===== src/rtl/hilo_mult_unit.sv =====
// Sequential unsigned multiply / multiply-accumulate unit owning the HI/LO pair.
// Radix-2 shift-add over WIDTH cycles, then a single write-back cycle into HI/LO.
//
//   state  | meaning
//   -------+--------------------------------------------------------------
//   S_IDLE | waiting for an accepted start; HI/LO readable without stall
//   S_MUL  | one shift-add iteration per cycle, counter 0..WIDTH-1
//   S_WB   | product ready; HI/LO written (or accumulated) leaving this state
module hilo_mult_unit #(
    parameter int WIDTH = 32,
    parameter int CNT_W = 6
) (
    input  logic             clk,
    input  logic             rst_n,
    input  logic             start_i,
    input  logic [1:0]       op_i,
    input  logic [WIDTH-1:0] rs_val_i,
    input  logic [WIDTH-1:0] rt_val_i,
    input  logic             hilo_rd_i,
    output logic [WIDTH-1:0] hi_o,
    output logic [WIDTH-1:0] lo_o,
    output logic             busy_o,
    output logic             done_o,
    output logic             stall_o
);

    typedef enum logic [1:0] {
        S_IDLE = 2'b00,
        S_MUL  = 2'b01,
        S_WB   = 2'b10
    } state_t;

    localparam logic [1:0]       OP_MULTU = 2'b01;
    localparam logic [1:0]       OP_MADDU = 2'b10;
    localparam logic [CNT_W-1:0] CNT_LAST = CNT_W'(WIDTH - 1);

    state_t               state_q, state_d;
    logic [CNT_W-1:0]     cnt_q, cnt_d;
    logic [1:0]           op_q, op_d;
    logic [WIDTH-1:0]     mcand_q, mcand_d;
    logic [2*WIDTH-1:0]   prod_q, prod_d;
    logic [WIDTH-1:0]     hi_q, hi_d;
    logic [WIDTH-1:0]     lo_q, lo_d;
    logic                 done_q, done_d;

    logic                 start_ok;
    logic [WIDTH:0]       step_sum;
    logic [2*WIDTH-1:0]   wb_sum;

    assign start_ok = start_i && ((op_i == OP_MULTU) || (op_i == OP_MADDU));

    // Product register holds {partial sum, remaining multiplier bits}; the
    // multiplier is consumed from bit 0 as the partial sum shifts in from the top.
    assign step_sum = {1'b0, prod_q[2*WIDTH-1:WIDTH]}
                    + (prod_q[0] ? {1'b0, mcand_q} : {(WIDTH+1){1'b0}});

    // Carry out of the 2*WIDTH-bit accumulate is dropped by the sum width.
    assign wb_sum = ((op_q == OP_MADDU) ? {hi_q, lo_q} : {(2*WIDTH){1'b0}}) + prod_q;

    always_comb begin
        state_d = state_q;
        cnt_d   = cnt_q;
        op_d    = op_q;
        mcand_d = mcand_q;
        prod_d  = prod_q;
        hi_d    = hi_q;
        lo_d    = lo_q;
        done_d  = 1'b0;

        case (state_q)
            S_IDLE: begin
                if (start_ok) begin
                    state_d = S_MUL;
                    cnt_d   = '0;
                    op_d    = op_i;
                    mcand_d = rs_val_i;
                    prod_d  = {{WIDTH{1'b0}}, rt_val_i};
                end
            end
            S_MUL: begin
                prod_d = {step_sum, prod_q[WIDTH-1:1]};
                cnt_d  = cnt_q + CNT_W'(1);
                if (cnt_q == CNT_LAST) begin
                    state_d = S_WB;
                end
            end
            S_WB: begin
                hi_d    = wb_sum[2*WIDTH-1:WIDTH];
                lo_d    = wb_sum[WIDTH-1:0];
                done_d  = 1'b1;
                state_d = S_IDLE;
            end
            default: begin
                state_d = S_IDLE;
            end
        endcase
    end

    always_ff @(posedge clk or negedge rst_n) begin
        if (!rst_n) begin
            state_q <= S_IDLE;
            cnt_q   <= '0;
            op_q    <= '0;
            mcand_q <= '0;
            prod_q  <= '0;
            hi_q    <= '0;
            lo_q    <= '0;
            done_q  <= 1'b0;
        end else begin
            state_q <= state_d;
            cnt_q   <= cnt_d;
            op_q    <= op_d;
            mcand_q <= mcand_d;
            prod_q  <= prod_d;
            hi_q    <= hi_d;
            lo_q    <= lo_d;
            done_q  <= done_d;
        end
    end

    assign hi_o    = hi_q;
    assign lo_o    = lo_q;
    assign busy_o  = (state_q != S_IDLE);
    assign done_o  = done_q;
    assign stall_o = hilo_rd_i & busy_o;

endmodule


===== config.mk =====
export PLATFORM = sky130hd
export DESIGN_NAME = hilo_mult_unit
export DESIGN_NICKNAME = d
export VERILOG_FILES = /design/src/rtl/hilo_mult_unit.sv
export SDC_FILE = /design/constraint.sdc
export NUM_CORES = 1
export LEC_CHECK = 0
export CORE_MARGIN = 4
export CORE_UTILIZATION = 60
export DETAILED_ROUTE_END_ITERATION = 10
export PLACE_DENSITY = 0.82
export SYNTH_ARGS = -nofsm -noshare
export SYNTH_HDL_FRONTEND = slang
export SYNTH_SLANG_ARGS = --single-unit

===== constraint.sdc =====
create_clock -name clk -period 5.18 [get_ports clk]
set_input_delay 1.036 -clock clk [delete_from_list [all_inputs] [get_ports clk]]
set_output_delay 1.036 -clock clk [all_outputs]
set_load 0.01 [all_outputs]

==> results of run 1 <==
## sequential cells by signal (all words and copies together) (netlist names)
signal,flops
cnt_q,6
state_q,2
mcand_q,32
prod_q,64
op_q,2
lo_o,32
hi_o,32
done_o,1
## cells by family after synthesis
family	count (synthesis)
AO/OA/AOI/OAI	451
XOR/XNOR	82
adder cells (fa/ha/maj)	98
buffers and inverters	111
flip-flops	171
multiplexers	34
AND/OR/NAND/NOR	487
## report_power, final
part / internal, mW / switching (mW) / leakage [nW]
Sequential: 1.33 / 0 / 2.32
Clock: 0.687 / 0.578 / 0.285
Combinational: 0.0492 / 0.0359 / 4.22
## routing by layer
metal,vias up,global-route usage [%],share of wire (%)
met1,5159,40.07,46
li1,5332,-,-
met2,320,46.04,46
met5,-,0,0
met4,0,7.026,1.9
met3,42,5.147,6.1
## Yosys cell counts (all sizes together) (4+ instances only)
| library cell | instances |
|---|---|
| o22ai | 32 |
| clkbuf | 62 |
| dfrtp | 171 |
| xor2 | 39 |
| inv | 31 |
| a211oi | 16 |
| a31oi | 16 |
| nand3 | 53 |
| buf | 18 |
| nand4 | 25 |
| and2 | 100 |
| a41oi | 5 |
| o21a | 17 |
| a21oi | 94 |
| a21boi | 4 |
| nand2b | 10 |
| o21bai | 11 |
| mux2 | 33 |
| o31ai | 11 |
| o211ai | 6 |
| or2 | 4 |
| nand2 | 142 |
| a21o | 61 |
| o21ai | 146 |
| nor2 | 99 |
| nor2b | 10 |
| nor3 | 20 |
| and3 | 7 |
| ha | 96 |
| xnor2 | 43 |
| or3 | 5 |
## worst max-delay path: cells and delay by family (launching register included)
family	cells	cell delay, ns
AO/OA/AOI/OAI	7	2.00
multiplexers	1	0.39
flip-flops	1	0.42
AND/OR/NAND/NOR	4	0.86
adder cells (fa/ha/maj)	1	0.25
## area by class of cell
cell class | count | area, sq um
repair buffers | 147 | 1458
well taps | 270 | 337.8
multi-input cells | 1152 | 7609
flip-flops and latches | 171 | 4279
clock buffers | 18 | 439.2
fillers | 1608 | 5794
clock inverters | 14 | 136.4
inverters | 31 | 116.4
## through the flow
| step | util [%] | std cells | setup slack [ns] |
|---|---|---|---|
| after detailed placement | 68.42 | 1771 | 1.225 |
| after global placement | 68.42 | 1771 | 1.383 |
| after floorplan | - | 1434 | 1.675 |
| final | 71.27 | 1803 | 1.129 |
| after CTS | 71.27 | 1803 | 1.170 |
| after global routing | 71.27 | 1803 | 0.8479 |
## path summary, 6_finish.rpt
check / to / slack (ns) / depth (start not counted)
setup / recovery: hi_o[31]$_DFFE_PN0P_ / 1.13 / 13
hold / removal: state_q[1]$_DFFE_PN0P_ / 0.47 / 1
setup reg to reg: hi_o[31]$_DFFE_PN0P_ / 1.13 / 13
hold reg to reg: state_q[1]$_DFFE_PN0P_ / 0.47 / 1
max in group asynchronous: hi_o[12]$_DFFE_PN0P_ / 3.63 / 2
min in group asynchronous: prod_q[18]$_DFFE_PN0P_ / 0.57 / 1
==> flow_summary.toml, run 1 <==
[outcome]
status = "finished clean"

[floorplan]
die-area_sq_um = 22840
start_util_pct = 60.93
die_width_microns = 151.1
core_area_sq_um = 20170
die_h_microns = 151.1
num_rows = 52
boundaryPins = 137

[hold_path]
hold_start = "cnt_q[5]$_DFFE_PN0P_"
hold_path.class = "reg2reg"

[clocking]
hold_buffers = 0
cts.repair.resized = 0
cts_root_buf = "clkbuf_16"
postCtsSetupBuffers = 0
clk_latency_ns = 0.44
cts_sinks = 171
cts_max_level = 4
cts_max_path_buffers = 2
clk_pin_slew_ns = 0.07
cts_tree = "done"
cts_buffers = 17

[cells_and_area]
design_area_sq_um = 14380
drive_gt1_share_pct = 6.458
nNetsFinal = 1688
n_antenna_cell = 0
mostFrequentLayoutCells = "dfrtp_1 (171), nand2_1 (141), o21ai_0 (135), clkdlybuf4s50_1 (135)"
final_common_cell = "dfrtp_1"
area_growth_pct = 16.97

[synth]
synth_top_area_share_pct = 34.82
syn_nets = 1602
ys_warn_count = 0
yosysSeqAreaShare_pct = 34.82
synthCells = 1434
synth.distinct_cells = 71
synth_edf_count = 0
synthFlopType = "dfrtp_1"
synth-simple-area-share_pct = 19.36
synth_top_family_by_area = "compound AO/OA/AOI/OAI gates"
synth.cell_area_sq_um = 12290
synth_xor_xnor_area_share_pct = 5.844
synth-seq-cells = 171
synthTopCellsByArea = "dfrtp_1 (35%), ha_1 (9.8%), o21ai_0 (5.5%)"
yosysTopAreaCell = "dfrtp_1"
synth-compound-area-share_pct = 23.25
async_reset_ff_share_pct = 100.0
muxShareOfSynthArea_pct = 3.105
avgSynthCellArea_sq_um = 8.570
synth-adder-area-share_pct = 10.10

[sta]
finalSetupTns_ns = 0
slew-limit-headroom_pct = 43.51
post-route-period-util_pct = 78.21
finalHoldViolCount = 0
max_freq_mhz = 246.8
setup_violations = 0
fin_skew_ns = 0.01501
layout_min_cycle_time_ns = 4.051
max_slew.worst_pin.slew_ns = 0.8434
rsz0062_at_grt = "no"
drv_slew = 0
fin_hold_ws_ns = 0.4727

[route]
viasPerCell = 6.019
vias = 10850
finalWirelength_mm = 31.85
ant_nets = 0
first_iter_violations = 867
remaining_drc_errors = 0
routedWlPerCell_microns = 17.67
drtPass1Iterations = 5

[worst_setup_path]
cp_cell_sequence = "nor2b_4, and2_1, ha_1, nand2_2, o31ai_2, a21oi_1, a211oi_2, o21ai_1, o31a_1, o31ai_2, mux2_1, o211ai_1, nand3b_1"
critPathKind = "reg2reg"
slowest_stage = "nor2b_4"
cp.arrival_ns = 4.36
cp-startpoint = "op_q[0]$_DFFE_PN0P_"
cpMostUsedCell = "o31ai_2"
critPathLaunchType = "flop"
cp-end-kind = "flop"
max_stage_delay_ns = 0.44
critPathRequiredTime_ns = 5.49
timing.rr.start = "op_q[0]$_DFFE_PN0P_"
cp_max_fo = 25

[power]
finalPower_mw = 2.684
ir_drop_uv = 169.1
power_density_nw_per_um2 = 186.7
leakage_nw = 6.824

[global_routing]
grt_pass1_vias = 10390
grt_pass1_wl_mm = 52.39
grt_util_all_layers_pct = 28.54
grt.overflow.total = 0
antenna_found_initial = 0
grt_max_degree = 109

[place]
place_hpwl_mm = 23.75
gp_congestion = 0.9450
placed_cell_area_sq_um = 13800
port_buffers = 136

[job]
cap_violations = 0
No activity file was read; power rests on OpenSTA's default activity.
==> run 2: changes to the inputs <==
--- a/config.mk
+++ b/config.mk
@@ -6,9 +6,9 @@
 export NUM_CORES = 1
 export LEC_CHECK = 0
 export CORE_MARGIN = 4
-export CORE_UTILIZATION = 60
+export CORE_UTILIZATION = 52
 export DETAILED_ROUTE_END_ITERATION = 10
-export PLACE_DENSITY = 0.82
+export PLACE_DENSITY = 0.76
 export SYNTH_ARGS = -nofsm -noshare
 export SYNTH_HDL_FRONTEND = slang
 export SYNTH_SLANG_ARGS = --single-unit
==> constraint.sdc (replaced) <==
create_clock -name clk -period 3.5 [get_ports clk]
set_input_delay 0.7 -clock clk [delete_from_list [all_inputs] [get_ports clk]]
set_output_delay 0.7 -clock clk [all_outputs]
set_load 0.01 [all_outputs]
==> flow_summary.toml, run 2 (synthesized netlist as in run 1, its figures left out) <==
[route]
drtPass1Iterations = 5
routedWlPerCell_microns = 17.70
viasPerCell = 5.882
finalWirelength_mm = 33.96
remaining_drc_errors = 0
first_iter_violations = 791
vias = 11290
ant_nets = 0

[worst_setup_path]
critPathKind = "reg2reg"
cp-startpoint = "op_q[0]$_DFFE_PN0P_"
cp.arrival_ns = 3.73
max_stage_delay_ns = 0.41
critPathLaunchType = "flop"
cp-end-kind = "flop"
timing.rr.start = "op_q[0]$_DFFE_PN0P_"
critPathRequiredTime_ns = 3.79
slowest_stage = "dfrtp_1"
cpMostUsedCell = "buf_4"
cp_max_fo = 20
cp_cell_sequence = "nor2b_4, buf_6, and2_1, ha_1, buf_4, nand4_1, inv_1, a2111oi_4, o221ai_1, a41o_2, a41oi_4, buf_4, nor2_1, a31oi_1, xnor2_1, o21ai_1"

[power]
finalPower_mw = 4.055
leakage_nw = 7.195
ir_drop_uv = 222.8
power_density_nw_per_um2 = 264.2

[clocking]
clk_pin_slew_ns = 0.07
cts_tree = "done"
clk_latency_ns = 0.44
cts_max_level = 4
hold_buffers = 0
cts_root_buf = "clkbuf_16"
cts_sinks = 171
cts_buffers = 17
cts_max_path_buffers = 2

[floorplan]
boundaryPins = 137
core_area_sq_um = 22920
die-area_sq_um = 26160
die_width_microns = 161.7
start_util_pct = 53.63
die_h_microns = 161.7
num_rows = 55

[sta]
setup_violations = 0
max_slew.worst_pin.slew_ns = 0.8736
rsz0062_at_grt = "yes"
drv_slew = 0
slew-limit-headroom_pct = 41.76
max_freq_mhz = 290.8
fin_skew_ns = 0.01572
layout_min_cycle_time_ns = 3.439
post-route-period-util_pct = 98.26
finalHoldViolCount = 0

[place]
placed_cell_area_sq_um = 14400
gp_congestion = 0.9307
place_hpwl_mm = 25.09
port_buffers = 136
dp.cells = 1883

[global_routing]
grt_use_met3_pct = 3.654
antenna_found_initial = 0
grt_util_met1_pct = 36.34
top_usage_layer = "met2"
grt.overflow.total = 0
grt_util_all_layers_pct = 25.41
grt_pass1_vias = 10860
use_met2_pct = 41.46
grt_max_degree = 86
grt_pass1_wl_mm = 54.92

[cells_and_area]
largest_reg_flops = 64
fin_cells = 1919
nNetsFinal = 1761
final_common_cell = "dfrtp_1"
mostFrequentLayoutCells = "dfrtp_1 (170), nand2_1 (141), clkdlybuf4s50_1 (135), o21ai_0 (130)"
area_growth_pct = 24.92
design_area_sq_um = 15350
top_register = "prod_q"
drive_gt1_share_pct = 13.70
n_antenna_cell = 0

[job]
cap_violations = 0

[outcome]
status = "finished clean"

[hold_path]
hold_path.class = "in2async"
[run 2: changes by cell type in the layout (fill, tap and decap cells not counted), sizes merged]
cell	delta
clkinv	-3
bufinv	+1
inv	-1
clkinvlp	+2
buf	+73
clkbuf	+1
[run 2: layout make-up]
| type | count | area, sq um |
|---|---|---|
| multi-input combinational | 1152 | 7936 |
| fill | 1880 | 7564 |
| sequential | 171 | 4280 |
| timing repair buffer | 220 | 2037 |
| clock buffer | 19 | 432.9 |
| tap | 313 | 391.6 |
| clock inverter | 13 | 157.7 |
| inverter | 31 | 116.4 |
[run 2: layer usage]
| metal | vias up | wire length [microns] |
|---|---|---|
| li1 | 5482 | - |
| met1 | 5432 | 15610 |
| met2 | 335 | 15920 |
| met3 | 39 | 1932 |
| met4 | 0 | 497 |
| met5 | - | 0 |
[run 2: repair_timing]
action / 4_1_cts / 5_1_grt
setup endpoints to repair: 9 / 37
pin swaps: 2 / 17
gates resized for setup: 16 / 53
setup buffers: 0 / 4
[run 2: path summary, 6_finish.rpt]
| kind | cells after the start | slack, ns | end |
|---|---|---|---|
| min | 1 | 0.32 | prod_q[20]$_DFFE_PN0P_ |
| min in group clk | 1 | 0.49 | state_q[1]$_DFFE_PN0P_ |
| min reg2reg | 1 | 0.49 | state_q[1]$_DFFE_PN0P_ |
| max reg2reg | 16 | 0.06 | hi_o[10]$_DFFE_PN0P_ |
| max in group asynchronous | 2 | 2.36 | hi_o[16]$_DFFE_PN0P_ |
| max | 16 | 0.06 | hi_o[10]$_DFFE_PN0P_ |
[run 2: worst max-delay path: cells and delay by family (launching register included)]
family | cells | cell delay, ns
AO/OA/AOI/OAI | 6 | 1.38
XOR/XNOR | 1 | 0.15
adder cells (fa/ha/maj) | 1 | 0.23
buffers and inverters | 4 | 0.64
flip-flops | 1 | 0.41
AND/OR/NAND/NOR | 4 | 0.48
[run 2: power breakdown]
part           leakage (nW)  total (mW)  internal (mW)  switching, mW
Clock                 0.279        1.95           1.07          0.880
Sequential             2.32        1.97           1.97              0
Combinational          4.60       0.128         0.0742         0.0540
[run 2: through the flow]
| step | util [%] | setup slack, ns | hold WS, ns | setup TNS [ns] |
|---|---|---|---|---|
| floorplan | - | 0.02967 | 0.4044 | 0 |
| global placement | 62.82 | -0.007797 | 0.4580 | -0.01897 |
| detailed placement | 62.82 | -0.1451 | 0.4716 | -0.5372 |
| CTS | 65.75 | 0.007690 | 0.3641 | 0 |
| global route | 66.99 | -0.1547 | 0.3982 | -1.162 |
| finish | 66.99 | 0.06078 | 0.3157 | 0 |
==> run 3: changes to the inputs <==
--- a/config.mk
+++ b/config.mk
@@ -5,10 +5,14 @@
 export SDC_FILE = /design/constraint.sdc
 export NUM_CORES = 1
 export LEC_CHECK = 0
+export CAP_MARGIN = 20
+export CELL_PAD_IN_SITES_DETAIL_PLACEMENT = 0
+export CELL_PAD_IN_SITES_GLOBAL_PLACEMENT = 1
 export CORE_MARGIN = 4
-export CORE_UTILIZATION = 52
+export CORE_UTILIZATION = 40
 export DETAILED_ROUTE_END_ITERATION = 10
-export PLACE_DENSITY = 0.76
+export PLACE_DENSITY = 0.77
 export SYNTH_ARGS = -nofsm -noshare
 export SYNTH_HDL_FRONTEND = slang
 export SYNTH_SLANG_ARGS = --single-unit
+export TNS_END_PERCENT = 100
==> flow_summary.toml, run 3 (synthesized netlist as in run 1, its figures left out) <==
[cells_and_area]
largest_reg_flops = 64
final_common_cell = "dfrtp_1"
top_register = "prod_q"
fin_cells = 2013
n_fill_cell = 2854
n_antenna_cell = 0
design_area_sq_um = 15700
mostFrequentLayoutCells = "dfrtp_1 (170), nand2_1 (140), clkdlybuf4s50_1 (135), o21ai_0 (128), nor2_1 (98)"
nNetsFinal = 1778
drive_gt1_share_pct = 16.08
area_growth_pct = 27.74

[power]
ir_drop_uv = 444.2
internal-power_mw = 3.001
power_frac_clock_pct = 47.2
p_sw_uw = 987.5
swShare_pct = 24.76
leakage_nw = 7.323
seqPwrFrac_pct = 49.5
power_density_nw_per_um2 = 254.1
combinationalPowerShare_pct = 3.3
finalPower_mw = 3.989

[route]
vias = 11020
first_iter_violations = 708
ant_nets = 0
drtPass1Iterations = 5
routedWlPerCell_microns = 17.08
finalWirelength_mm = 34.39
remaining_drc_errors = 0
viasPerCell = 5.474

[global_routing]
grt_pass1_vias = 10600
grt.overflow.total = 0
grt_max_degree = 84
grt_pass1_wl_mm = 56.05
grt_util_all_layers_pct = 20.41
antenna_found_initial = 0

[worst_setup_path]
cp.arrival_ns = 3.84
slowest_stage = "or4_4"
cp_cell_sequence = "nor2b_4, and2_1, ha_1, fa_1, a21oi_2, o211ai_1, o2111ai_2, nand2_1, a41o_2, a41oi_4, o41ai_4, buf_4, a21boi_4, or4_4, nand3_2"
max_stage_delay_ns = 0.43
cp_max_fo = 6
cp-end-kind = "flop"
critPathLaunchType = "flop"
critPathKind = "reg2reg"
r2r_cells = 15
critPathRequiredTime_ns = 3.88

[sta]
layout_min_cycle_time_ns = 3.461
setup_violations = 0
fin_hold_ws_ns = 0.2009
post-route-period-util_pct = 98.89
finalHoldViolCount = 0
setup_slack_ns = 0.03895
fin_skew_ns = 0.01557
max_freq_mhz = 288.9
rsz0062_at_grt = "yes"
drv_slew = 0
max_slew.worst_pin.slew_ns = 0.8667
slew-limit-headroom_pct = 42.22

[floorplan]
start_util_pct = 41.03
die_h_microns = 183.3
die_width_microns = 183.3
die-area_sq_um = 33590
boundaryPins = 137
core_area_sq_um = 29950
num_rows = 63

[outcome]
status = "finished clean"

[job]
cap_violations = 0

[clocking]
clk_pin_slew_ns = 0.08
cts_max_level = 4
cts_root_buf = "clkbuf_16"
cts_sinks = 171
cts_max_path_buffers = 2
cts_tree = "done"
cts_buffers = 17
clk_latency_ns = 0.45

[place]
gp_congestion = 0.8935
place_hpwl_mm = 26.47
dp_slack_ns = -0.06822
dp.cells = 1976
port_buffers = 136
placed_cell_area_sq_um = 14630

[hold_path]
hold_path.class = "in2async"
## run 3: cell count changes in the layout (fill, tap and decap cells not counted), sizes merged
cell	change
clkinv	+5
bufinv	-2
clkbuf	-2
buf	+17
clkinvlp	-3
inv	+2
## run 3: stage by stage
| step | utilization, % | TNS, ns |
|---|---|---|
| finish | 52.41 | 0 |
| global route | 52.41 | -0.4307 |
| CTS | 50.86 | 0 |
| detailed placement | 48.84 | -0.1266 |
| global placement | 48.84 | -0.05425 |
| floorplan | - | 0 |
## run 3: what timing repair did
| item | in CTS | in global routing |
|---|---|---|
| resized for setup | 5 | 90 |
| setup endpoints to repair | 5 | 36 |
| hold endpoints to repair | 0 | 0 |
| pin swaps | 2 | 23 |
| buffers inserted | 0 | 5 |
| hold buffers | 0 | 0 |
## run 3: routing by layer
| metal | track usage [%] | wire length, microns | vias up |
|---|---|---|---|
| met2 | 32.60 | 15750 | 154 |
| li1 | - | - | 5515 |
| met1 | 29.73 | 17150 | 5327 |
| met4 | 4.082 | 374 | 0 |
| met5 | 0 | 0 | - |
| met3 | 2.935 | 1111 | 24 |
## run 3: power by group through the flow
stage	combinational, mW	clock [mW]	sequential, mW
after floorplan	0.00401	0	2.01
after global placement	0.133	0	2.01
after CTS	0.134	1.94	1.97
after global routing	0.143	2.01	1.97
final	0.130	1.88	1.97
after detailed placement	0.134	0	2.01
## run 3: final timing paths
check / slack (ns) / start / to
worst max-delay path: 0.04 / op_q[0]$_DFFE_PN0P_ / hi_o[26]$_DFFE_PN0P_
worst min-delay path: 0.20 / rst_n / lo_o[19]$_DFFE_PN0P_
worst max register to register: 0.04 / op_q[0]$_DFFE_PN0P_ / hi_o[26]$_DFFE_PN0P_
worst min register to register: 0.48 / cnt_q[5]$_DFFE_PN0P_ / state_q[1]$_DFFE_PN0P_
max in group asynchronous: 2.44 / rst_n / lo_o[0]$_DFFE_PN0P_
min in group clk: 0.48 / cnt_q[5]$_DFFE_PN0P_ / state_q[1]$_DFFE_PN0P_
## run 3: area by class of cell
class | count | area [sq um] | share of cell area (%)
well taps | 390 | 488.0 | 3.108
clock inverters | 15 | 157.7 | 1.004
inverters | 31 | 116.4 | 0.7412
repair buffers | 237 | 2173 | 13.84
flip-flops and latches | 171 | 4280 | 27.27
multi-input cells | 1152 | 8058 | 51.33
clock buffers | 17 | 425.4 | 2.710
## run 3: worst max-delay path, delay by kind of cell (launching register included)
kind / cells / cell delay [ns]
AOI/OAI and AO/OA: 7 / 1.38
and+or+nand+nor: 5 / 0.95
adders and majority gates: 2 / 0.44
DFF: 1 / 0.41
buffers and inverters: 1 / 0.20
